File: src/rtl/lcd_timing_gen_if.sv
// Pixel-side bundle of the LCD timing generator: run/mode controls in, sync/DE/coordinates out.
// Test-pattern colour lanes exist only when LCD_TIMING_TPG_EN is defined.
interface lcd_timing_gen_if #(
  parameter int H_ACTIVE = 1024,
  parameter int V_ACTIVE = 600
);
  localparam int COL_W = (H_ACTIVE > 1) ? $clog2(H_ACTIVE) : 1;
  localparam int ROW_W = (V_ACTIVE > 1) ? $clog2(V_ACTIVE) : 1;

  logic             en;
  logic             de_only;
  logic             hsync;
  logic             vsync;
  logic             data_en;
  logic [COL_W-1:0] col;
  logic [ROW_W-1:0] row;
  logic             line_start;
  logic             frame_start;
  logic             busy;
`ifdef LCD_TIMING_TPG_EN
  logic [7:0]       tpg_r;
  logic [7:0]       tpg_g;
  logic [7:0]       tpg_b;

  modport master (input en, de_only,
                  output hsync, vsync, data_en, col, row, line_start, frame_start, busy,
                  tpg_r, tpg_g, tpg_b);
  modport slave  (output en, de_only,
                  input hsync, vsync, data_en, col, row, line_start, frame_start, busy,
                  tpg_r, tpg_g, tpg_b);
`else
  modport master (input en, de_only,
                  output hsync, vsync, data_en, col, row, line_start, frame_start, busy);
  modport slave  (output en, de_only,
                  input hsync, vsync, data_en, col, row, line_start, frame_start, busy);
`endif
endinterface

File: src/rtl/lcd_timing_gen.sv
// Parametrised HV/DE panel timing generator with frame-boundary stop and runtime DE-only mode.
// Optional colour-bar test pattern on the bus when LCD_TIMING_TPG_EN is defined.
module lcd_timing_gen #(
  parameter int   H_ACTIVE = 1024,
  parameter int   H_FP     = 160,
  parameter int   H_SYNC   = 1,
  parameter int   H_BP     = 160,
  parameter int   V_ACTIVE = 600,
  parameter int   V_FP     = 12,
  parameter int   V_SYNC   = 1,
  parameter int   V_BP     = 23,
  parameter logic HS_POL   = 1'b0,
  parameter logic VS_POL   = 1'b0
) (
  input  logic                clock,
  input  logic                reset_L,
  lcd_timing_gen_if.master    bus
);
  localparam int H_TOTAL = H_SYNC + H_BP + H_ACTIVE + H_FP;
  localparam int V_TOTAL = V_SYNC + V_BP + V_ACTIVE + V_FP;
  localparam int HC_W    = $clog2(H_TOTAL);
  localparam int VC_W    = $clog2(V_TOTAL);
  localparam int COL_W   = (H_ACTIVE > 1) ? $clog2(H_ACTIVE) : 1;
  localparam int ROW_W   = (V_ACTIVE > 1) ? $clog2(V_ACTIVE) : 1;

  localparam logic [HC_W-1:0] HC_LAST     = HC_W'(H_TOTAL - 1);
  localparam logic [HC_W-1:0] HC_SYNC_END = HC_W'(H_SYNC);
  localparam logic [HC_W-1:0] HC_DE_FIRST = HC_W'(H_SYNC + H_BP);
  localparam logic [HC_W-1:0] HC_DE_LAST  = HC_W'(H_SYNC + H_BP + H_ACTIVE - 1);
  localparam logic [VC_W-1:0] VC_LAST     = VC_W'(V_TOTAL - 1);
  localparam logic [VC_W-1:0] VC_SYNC_END = VC_W'(V_SYNC);
  localparam logic [VC_W-1:0] VC_DE_FIRST = VC_W'(V_SYNC + V_BP);
  localparam logic [VC_W-1:0] VC_DE_LAST  = VC_W'(V_SYNC + V_BP + V_ACTIVE - 1);

  localparam logic [1:0] ST_IDLE  = 2'd0;
  localparam logic [1:0] ST_RUN   = 2'd1;
  localparam logic [1:0] ST_DRAIN = 2'd2;

  if (H_ACTIVE == 0 || V_ACTIVE == 0 || H_SYNC == 0 || V_SYNC == 0) begin : g_bad_params
    $error("lcd_timing_gen: H_ACTIVE, V_ACTIVE, H_SYNC and V_SYNC must be non-zero");
  end

  logic [1:0]      state_r, state_s;
  logic [HC_W-1:0] hc_r, hc_s;
  logic [VC_W-1:0] vc_r, vc_s;
  logic            mode_r, mode_s;
  logic            last_px_s;
  logic            run_s;
  logic            de_s;
  logic            hsync_s;
  logic            vsync_s;
  logic [COL_W-1:0] col_s;
  logic [ROW_W-1:0] row_s;

  // Next-state: a frame always finishes; en is only honoured for stopping at the last pixel
  always_comb begin
    state_s   = state_r;
    hc_s      = hc_r;
    vc_s      = vc_r;
    mode_s    = mode_r;
    last_px_s = (hc_r == HC_LAST) && (vc_r == VC_LAST);
    case (state_r)
      ST_IDLE: begin
        hc_s = {HC_W{1'b0}};
        vc_s = {VC_W{1'b0}};
        if (bus.en) begin
          state_s = ST_RUN;
          mode_s  = bus.de_only;
        end else begin
          state_s = ST_IDLE;
        end
      end
      ST_RUN, ST_DRAIN: begin
        if (hc_r == HC_LAST) begin
          hc_s = {HC_W{1'b0}};
          if (vc_r == VC_LAST) begin
            vc_s = {VC_W{1'b0}};
          end else begin
            vc_s = vc_r + VC_W'(1);
          end
        end else begin
          hc_s = hc_r + HC_W'(1);
        end
        if (last_px_s) begin
          if (bus.en) begin
            state_s = ST_RUN;
            mode_s  = bus.de_only;
          end else begin
            state_s = ST_IDLE;
          end
        end else if (bus.en) begin
          state_s = ST_RUN;
        end else begin
          state_s = ST_DRAIN;
        end
      end
      default: begin
        state_s = ST_IDLE;
        hc_s    = {HC_W{1'b0}};
        vc_s    = {VC_W{1'b0}};
        mode_s  = 1'b0;
      end
    endcase
  end

  // Output decode of the current counters; everything idles at its reset level outside RUN/DRAIN
  always_comb begin
    run_s   = (state_r != ST_IDLE);
    de_s    = run_s && (hc_r >= HC_DE_FIRST) && (hc_r <= HC_DE_LAST)
                    && (vc_r >= VC_DE_FIRST) && (vc_r <= VC_DE_LAST);
    hsync_s = (run_s && !mode_r && (hc_r < HC_SYNC_END)) ? HS_POL : ~HS_POL;
    vsync_s = (run_s && !mode_r && (vc_r < VC_SYNC_END)) ? VS_POL : ~VS_POL;
    if (de_s) begin
      col_s = COL_W'(hc_r - HC_DE_FIRST);
      row_s = ROW_W'(vc_r - VC_DE_FIRST);
    end else begin
      col_s = {COL_W{1'b0}};
      row_s = {ROW_W{1'b0}};
    end
  end

  // Sequencer state and counters
  always_ff @(posedge clock or negedge reset_L) begin
    if (!reset_L) begin
      state_r <= ST_IDLE;
      hc_r    <= {HC_W{1'b0}};
      vc_r    <= {VC_W{1'b0}};
      mode_r  <= 1'b0;
    end else begin
      state_r <= state_s;
      hc_r    <= hc_s;
      vc_r    <= vc_s;
      mode_r  <= mode_s;
    end
  end

  // Registered timing outputs, one clock behind the counters
  always_ff @(posedge clock or negedge reset_L) begin
    if (!reset_L) begin
      bus.hsync       <= ~HS_POL;
      bus.vsync       <= ~VS_POL;
      bus.data_en     <= 1'b0;
      bus.col         <= {COL_W{1'b0}};
      bus.row         <= {ROW_W{1'b0}};
      bus.line_start  <= 1'b0;
      bus.frame_start <= 1'b0;
      bus.busy        <= 1'b0;
    end else begin
      bus.hsync       <= hsync_s;
      bus.vsync       <= vsync_s;
      bus.data_en     <= de_s;
      bus.col         <= col_s;
      bus.row         <= row_s;
      bus.line_start  <= run_s && (hc_r == {HC_W{1'b0}});
      bus.frame_start <= run_s && (hc_r == {HC_W{1'b0}}) && (vc_r == {VC_W{1'b0}});
      bus.busy        <= run_s;
    end
  end

`ifdef LCD_TIMING_TPG_EN
  localparam int BAR_DIV = (H_ACTIVE >= 8) ? (H_ACTIVE / 8) : 1;

  // Eight vertical bars, white..black, bar index clamped at the right edge
  function automatic logic [23:0] bar_colour(input logic [COL_W-1:0] c);
    int bar_v;
    bar_v = int'(c) / BAR_DIV;
    if (bar_v > 7) begin
      bar_v = 7;
    end else begin
      bar_v = bar_v;
    end
    case (bar_v)
      0:       bar_colour = 24'hFFFFFF;
      1:       bar_colour = 24'hFFFF00;
      2:       bar_colour = 24'h00FFFF;
      3:       bar_colour = 24'h00FF00;
      4:       bar_colour = 24'hFF00FF;
      5:       bar_colour = 24'hFF0000;
      6:       bar_colour = 24'h0000FF;
      default: bar_colour = 24'h000000;
    endcase
  endfunction

  logic [23:0] tpg_s;

  // Pattern pixel for the current position, blank outside the active area
  always_comb begin
    if (de_s) begin
      tpg_s = bar_colour(col_s);
    end else begin
      tpg_s = 24'h000000;
    end
  end

  // Pattern registers aligned with data_en
  always_ff @(posedge clock or negedge reset_L) begin
    if (!reset_L) begin
      bus.tpg_r <= 8'h00;
      bus.tpg_g <= 8'h00;
      bus.tpg_b <= 8'h00;
    end else begin
      bus.tpg_r <= tpg_s[23:16];
      bus.tpg_g <= tpg_s[15:8];
      bus.tpg_b <= tpg_s[7:0];
    end
  end
`endif
endmodule
File: src/flat_wrapper.sv
// flat-port wrapper written by rule: the top's interface ports become plain ports
module lcd_timing_gen_flat 
#(
  parameter int   H_ACTIVE = 1024,
  parameter int   H_FP     = 160,
  parameter int   H_SYNC   = 1,
  parameter int   H_BP     = 160,
  parameter int   V_ACTIVE = 600,
  parameter int   V_FP     = 12,
  parameter int   V_SYNC   = 1,
  parameter int   V_BP     = 23,
  parameter logic HS_POL   = 1'b0,
  parameter logic VS_POL   = 1'b0
)
  (clock, reset_L, bus_en, bus_de_only, bus_hsync, bus_vsync, bus_data_en, bus_col, bus_row, bus_line_start, bus_frame_start, bus_busy);
  lcd_timing_gen_if #(.H_ACTIVE(H_ACTIVE), .V_ACTIVE(V_ACTIVE)) bus_i ();
  input  logic clock;
  input  logic reset_L;
  input wire logic [$bits(bus_i.en)-1:0] bus_en;
  input wire logic [$bits(bus_i.de_only)-1:0] bus_de_only;
  output wire logic [$bits(bus_i.hsync)-1:0] bus_hsync;
  output wire logic [$bits(bus_i.vsync)-1:0] bus_vsync;
  output wire logic [$bits(bus_i.data_en)-1:0] bus_data_en;
  output wire logic [$bits(bus_i.col)-1:0] bus_col;
  output wire logic [$bits(bus_i.row)-1:0] bus_row;
  output wire logic [$bits(bus_i.line_start)-1:0] bus_line_start;
  output wire logic [$bits(bus_i.frame_start)-1:0] bus_frame_start;
  output wire logic [$bits(bus_i.busy)-1:0] bus_busy;
  assign bus_i.en = bus_en;
  assign bus_i.de_only = bus_de_only;
  assign bus_hsync = bus_i.hsync;
  assign bus_vsync = bus_i.vsync;
  assign bus_data_en = bus_i.data_en;
  assign bus_col = bus_i.col;
  assign bus_row = bus_i.row;
  assign bus_line_start = bus_i.line_start;
  assign bus_frame_start = bus_i.frame_start;
  assign bus_busy = bus_i.busy;
  lcd_timing_gen #(.H_ACTIVE(H_ACTIVE), .H_FP(H_FP), .H_SYNC(H_SYNC), .H_BP(H_BP), .V_ACTIVE(V_ACTIVE), .V_FP(V_FP), .V_SYNC(V_SYNC), .V_BP(V_BP), .HS_POL(HS_POL), .VS_POL(VS_POL)) u_core (.clock(clock), .reset_L(reset_L), .bus(bus_i));
endmodule
File: config.mk
export PLATFORM = sky130hd
export DESIGN_NAME = lcd_timing_gen_flat
export DESIGN_NICKNAME = d
export VERILOG_FILES = /design/src/rtl/lcd_timing_gen_if.sv /design/src/rtl/lcd_timing_gen.sv /design/src/flat_wrapper.sv
export SDC_FILE = /design/constraint.sdc
export NUM_CORES = 1
export LEC_CHECK = 0
export BUFFER_PORTS_ARGS = -buffer_cell sky130_fd_sc_hd__buf_2
export CAP_MARGIN = 40
export CORE_UTILIZATION = 55
export DETAILED_ROUTE_END_ITERATION = 6
export PLACE_DENSITY_LB_ADDON = 0.15
export REMOVE_ABC_BUFFERS = 1
export SLEW_MARGIN = 20
export SYNTH_ARGS = -nofsm -noshare
export SYNTH_HDL_FRONTEND = slang
export SYNTH_SLANG_ARGS = --single-unit
File: constraint.sdc
create_clock -name clock -period 5.3 [get_ports clock]
set_clock_uncertainty 0.05 [all_clocks]
set_input_delay 0.265 -clock clock [delete_from_list [all_inputs] [get_ports clock]]
set_output_delay 0.265 -clock clock [all_outputs]
set_load 0.1 [all_outputs]
==> qor_table.md <==
| Item | Reported | Unit |
|:---|:---|:---|
| Max clock buf depth | 2 | - |
| Worst max-slew margin expressed relative to the limit | 51.78 | % |
| Count of unique library cells instantiated by Yosys | 47 | - |
| Syn. warnings | 0 | - |
| Global-route wire length before repair | 8.852 | mm |
| Setup repair after global routing missed its margin | no | - |
| Mapped Cells | 265 | - |
| Setup slack on the worst flop-to-flop path | 2.71 | ns |
| Initial core utilization | 58.02 | % |
| Share of layout cells above drive strength 1 | 17.13 | % |
| Maximum net fanout on the critical path | 10 | - |
| Post-cts repair resize count | 0 | - |
| CTS buffer count | 5 | - |
| Setup violation total in the final timing report | 0 | - |
| Placer Congestion | 0.8800 | - |
| Endpoint required time on the critical path | 5.47 | ns |
| Antenna violations before repair | 0 | - |
| Data arrival, critical path | 2.76 | ns |
| Hold crit path type | input pin to flip-flop | - |
| Power density of the placed cells | 362.9 | nW/um2 |
| Port Buffer Count | 29 | - |
| Sum of routed wire length over all layers | 5.126 | mm |
| Clock root cell | sky130_fd_sc_hd__clkbuf_8 | - |
| Summed instance area of the synthesized netlist | 2579 | um2 |
| Transition at the pin with the smallest max-transition slack | 0.7166 | ns |
| Final Slew Violations | 0 | - |
| Endpoints failing hold | 0 | - |
| Number of remaining DRC errors | 0 | - |
| Top-Level Pins | 30 | - |
| Via count normalized by instance count | 5.914 | - |
| Non-filler instance count after layout | 338 | - |
| Largest net degree at the start of global routing | 27 | - |
| Share of synthesized area occupied by flip-flops and latches | 48.62 | % |
| Kind of end point of the critical path | flip-flop | - |
| Clk sinks | 50 | - |
| Share of the synthesized area in the top cell type | 46.58 | % |
| Number of register bits inferred by synthesis | 50 | - |
| Biggest area contributors in the synthesized netlist | sky130_fd_sc_hd__dfrtp_1, sky130_fd_sc_hd__ha_1, sky130_fd_sc_hd__nor3_1 | - |
| Die H | 70.48 | um |
| Number of setup buffers added after CTS | 0 | - |
| Number of iterations in the first detailed-routing pass | 4 | - |
| Number of max-capacitance violations reported | 0 | - |
| Mean cell area of the mapped netlist | 9.731 | um2 |
| Worst hold margin | 0.1074 | ns |
| H-Tree Level Count | 2 | - |
| Cell type with the largest total area after synthesis | sky130_fd_sc_hd__dfrtp_1 | - |
| Area delta synth->final | 9.462 | % |
| Post-DR wirelength/cell | 15.17 | um |
| Critical Path Start Type | flip-flop | - |
| All-Layer GR Usage | 22.45 | % |
| Clock transition at the registers of the reported paths | 0.09 | ns |
| VDD IR max | 0.0002691 | V |
| Final critical-path required period | 2.587 | ns |
| Final nets | 299 | - |
| Initial DRC count | 111 | - |
| Share of the clock period used by the worst path | 48.80 | % |
| Vias in the first global route | 1963 | - |
| Count of inserted antenna diode cells | 0 | - |
| Share of async-settable or async-resettable flops after synthesis | 100.0 | % |
| Aggregate global routing overflow | 0 | - |
| Result of the run | finished, final reports clean | - |
| Post-layout total power | 1.024 | mW |
| Placeable core area | 4444 | um2 |
| Chip width | 70.48 | um |
| Least setup slack across all paths after layout | 2.713 | ns |
| Antenna Violating Nets Remaining | 0 | - |
| CTS tree | done | - |
| Total Neg Setup Slack | 0 | ns |
| Cell Rows | 24 | - |
| Post-placement worst setup slack | 2.725 | ns |
| Peak clock frequency supported by timing | 386.6 | MHz |
| Detailed Place HPWL | 3.669 | mm |
| Leak | 1.315 | nW |
| Number of enable flip-flop cells after synthesis | 0 | - |
| # placed instances | 329 | - |
| Synth Flop Type | sky130_fd_sc_hd__dfrtp_1 | - |
| Latest clock arrival within the worst-skew pair | 0.30 | ns |
| Total vias in the final route | 1999 | - |
| Category of the most critical setup path | flip-flop to flip-flop | - |
| Die outline area | 4967 | um2 |
## cell families (layout without fill, tap and decap cells)
family / count (synthesis) / count (layout) / synth area share, %
simple gates: 122 / 122 / 26.06
buf+inv: 28 / 49 / 4.804
flops: 50 / 50 / 48.62
fa+ha+maj: 10 / 10 / 4.852
compound gates: 38 / 38 / 9.899
xor+xnor: 17 / 17 / 5.774
## layout make-up
| cell class | instances | area [um2] |
|---|---|---|
| fill | 378 | 1622 |
| sequential | 50 | 1254 |
| multi-input combinational | 187 | 1201 |
| timing repair buffer | 33 | 190.2 |
| clock buffer | 6 | 72.57 |
| tap | 52 | 65.06 |
| inverter | 8 | 30.03 |
| clock inverter | 2 | 10.01 |
## placed cells by master, fill, tap and decap left out, types with 6 or more instances in the layout
| cell type | count |
|---|---|
| sky130_fd_sc_hd__dfrtp_1 | 48 |
| sky130_fd_sc_hd__buf_2 | 29 |
| sky130_fd_sc_hd__nor3_1 | 23 |
| sky130_fd_sc_hd__nand2_1 | 23 |
| sky130_fd_sc_hd__nor2_1 | 21 |
| sky130_fd_sc_hd__xnor2_1 | 11 |
| sky130_fd_sc_hd__ha_1 | 10 |
| sky130_fd_sc_hd__nand3_1 | 9 |
| sky130_fd_sc_hd__inv_1 | 8 |
| sky130_fd_sc_hd__a21oi_1 | 8 |
| sky130_fd_sc_hd__and3_1 | 7 |
| sky130_fd_sc_hd__or4_1 | 7 |
| sky130_fd_sc_hd__xor2_1 | 6 |
## power breakdown
group          switching, mW  leakage (nW)  total (mW)  internal (mW)
Combinational          0.278         0.588       0.374         0.0960
Sequential            0.0226         0.682       0.443          0.420
Clock                  0.116        0.0450       0.208         0.0916
Total                  0.417          1.32        1.02          0.608
## synth_stat cells, types with 2 or more instances
cell / n
sky130_fd_sc_hd__dfrtp_1: 48
sky130_fd_sc_hd__nand2_1: 23
sky130_fd_sc_hd__nor3_1: 23
sky130_fd_sc_hd__nor2_1: 21
sky130_fd_sc_hd__clkbuf_1: 16
sky130_fd_sc_hd__xnor2_1: 11
sky130_fd_sc_hd__ha_1: 10
sky130_fd_sc_hd__nand3_1: 9
sky130_fd_sc_hd__a21oi_1: 8
sky130_fd_sc_hd__inv_1: 8
sky130_fd_sc_hd__and3_1: 7
sky130_fd_sc_hd__or4_1: 7
sky130_fd_sc_hd__xor2_1: 6
sky130_fd_sc_hd__nand4_1: 5
sky130_fd_sc_hd__o21ai_0: 5
sky130_fd_sc_hd__o22ai_1: 5
sky130_fd_sc_hd__a211oi_1: 4
sky130_fd_sc_hd__a21boi_0: 4
sky130_fd_sc_hd__nor4_1: 4
sky130_fd_sc_hd__or3b_2: 4
sky130_fd_sc_hd__nand4b_1: 3
sky130_fd_sc_hd__nor3b_1: 3
sky130_fd_sc_hd__buf_6: 2
sky130_fd_sc_hd__dfstp_2: 2
sky130_fd_sc_hd__nand2b_1: 2
sky130_fd_sc_hd__nand3b_1: 2
sky130_fd_sc_hd__nor4b_1: 2
sky130_fd_sc_hd__o21a_1: 2
## worst max-delay path, cell delays in order, from the launching register on
cell                       delay [ns]
sky130_fd_sc_hd__dfrtp_1         0.47
sky130_fd_sc_hd__inv_1           0.12
sky130_fd_sc_hd__ha_1            0.15
sky130_fd_sc_hd__or4b_4          0.50
sky130_fd_sc_hd__or4_4           0.57
sky130_fd_sc_hd__or4_1           0.51
sky130_fd_sc_hd__a21boi_1        0.14
## metrics by stage
stage / util (%) / cell area, um2
2_1_floorplan: - / 2485
3_3_place_gp: 60.98 / 2710
6_report: 63.51 / 2823
4_1_cts: 63.51 / 2823
5_1_grt: 63.51 / 2823
3_5_place_dp: 61.43 / 2730
## what timing repair did
action / CTS / global route
hold buffers: 1 / 0
setup endpoints to repair: 0 / 0
endpoints found under the hold margin: 24 / 0
## flip-flops by register name (all words and copies together) (netlist names)
| register | cells |
|---|---|
| u_core.bus.frame_start | 1 |
| u_core.hc_r | 11 |
| u_core.bus.hsync | 1 |
| u_core.bus.busy | 1 |
| u_core.vc_r | 10 |
| u_core.bus.data_en | 1 |
| u_core.mode_r | 1 |
| u_core.state_r | 2 |
| u_core.bus.col | 10 |
| u_core.bus.line_start | 1 |
| u_core.bus.row | 10 |
| u_core.bus.vsync | 1 |
## path summary, 6_finish.rpt
check,cells past startpoint,start,to
worst max-delay path,6,u_core.hc_r[0],u_core.vc_r[7]
worst min-delay path,2,bus_en,u_core.state_r[1]
worst max register to register,6,u_core.hc_r[0],u_core.vc_r[7]
worst min register to register,2,u_core.mode_r,u_core.bus.hsync
max in group asynchronous,3,reset_L,u_core.bus.vsync
min in group asynchronous,2,reset_L,u_core.hc_r[9]
## routing by layer
| layer | vias to the layer above | GRT usage [%] | share of wire [%] |
|---|---|---|---|
| met5 | - | 0 | 0 |
| met4 | 0 | 6.803 | 1.2 |
| met3 | 7 | 4.473 | 2.6 |
| met2 | 30 | 39.48 | 50 |
| met1 | 977 | 27.71 | 46 |
| li1 | 985 | - | - |
(Power assumes the default switching activity.)
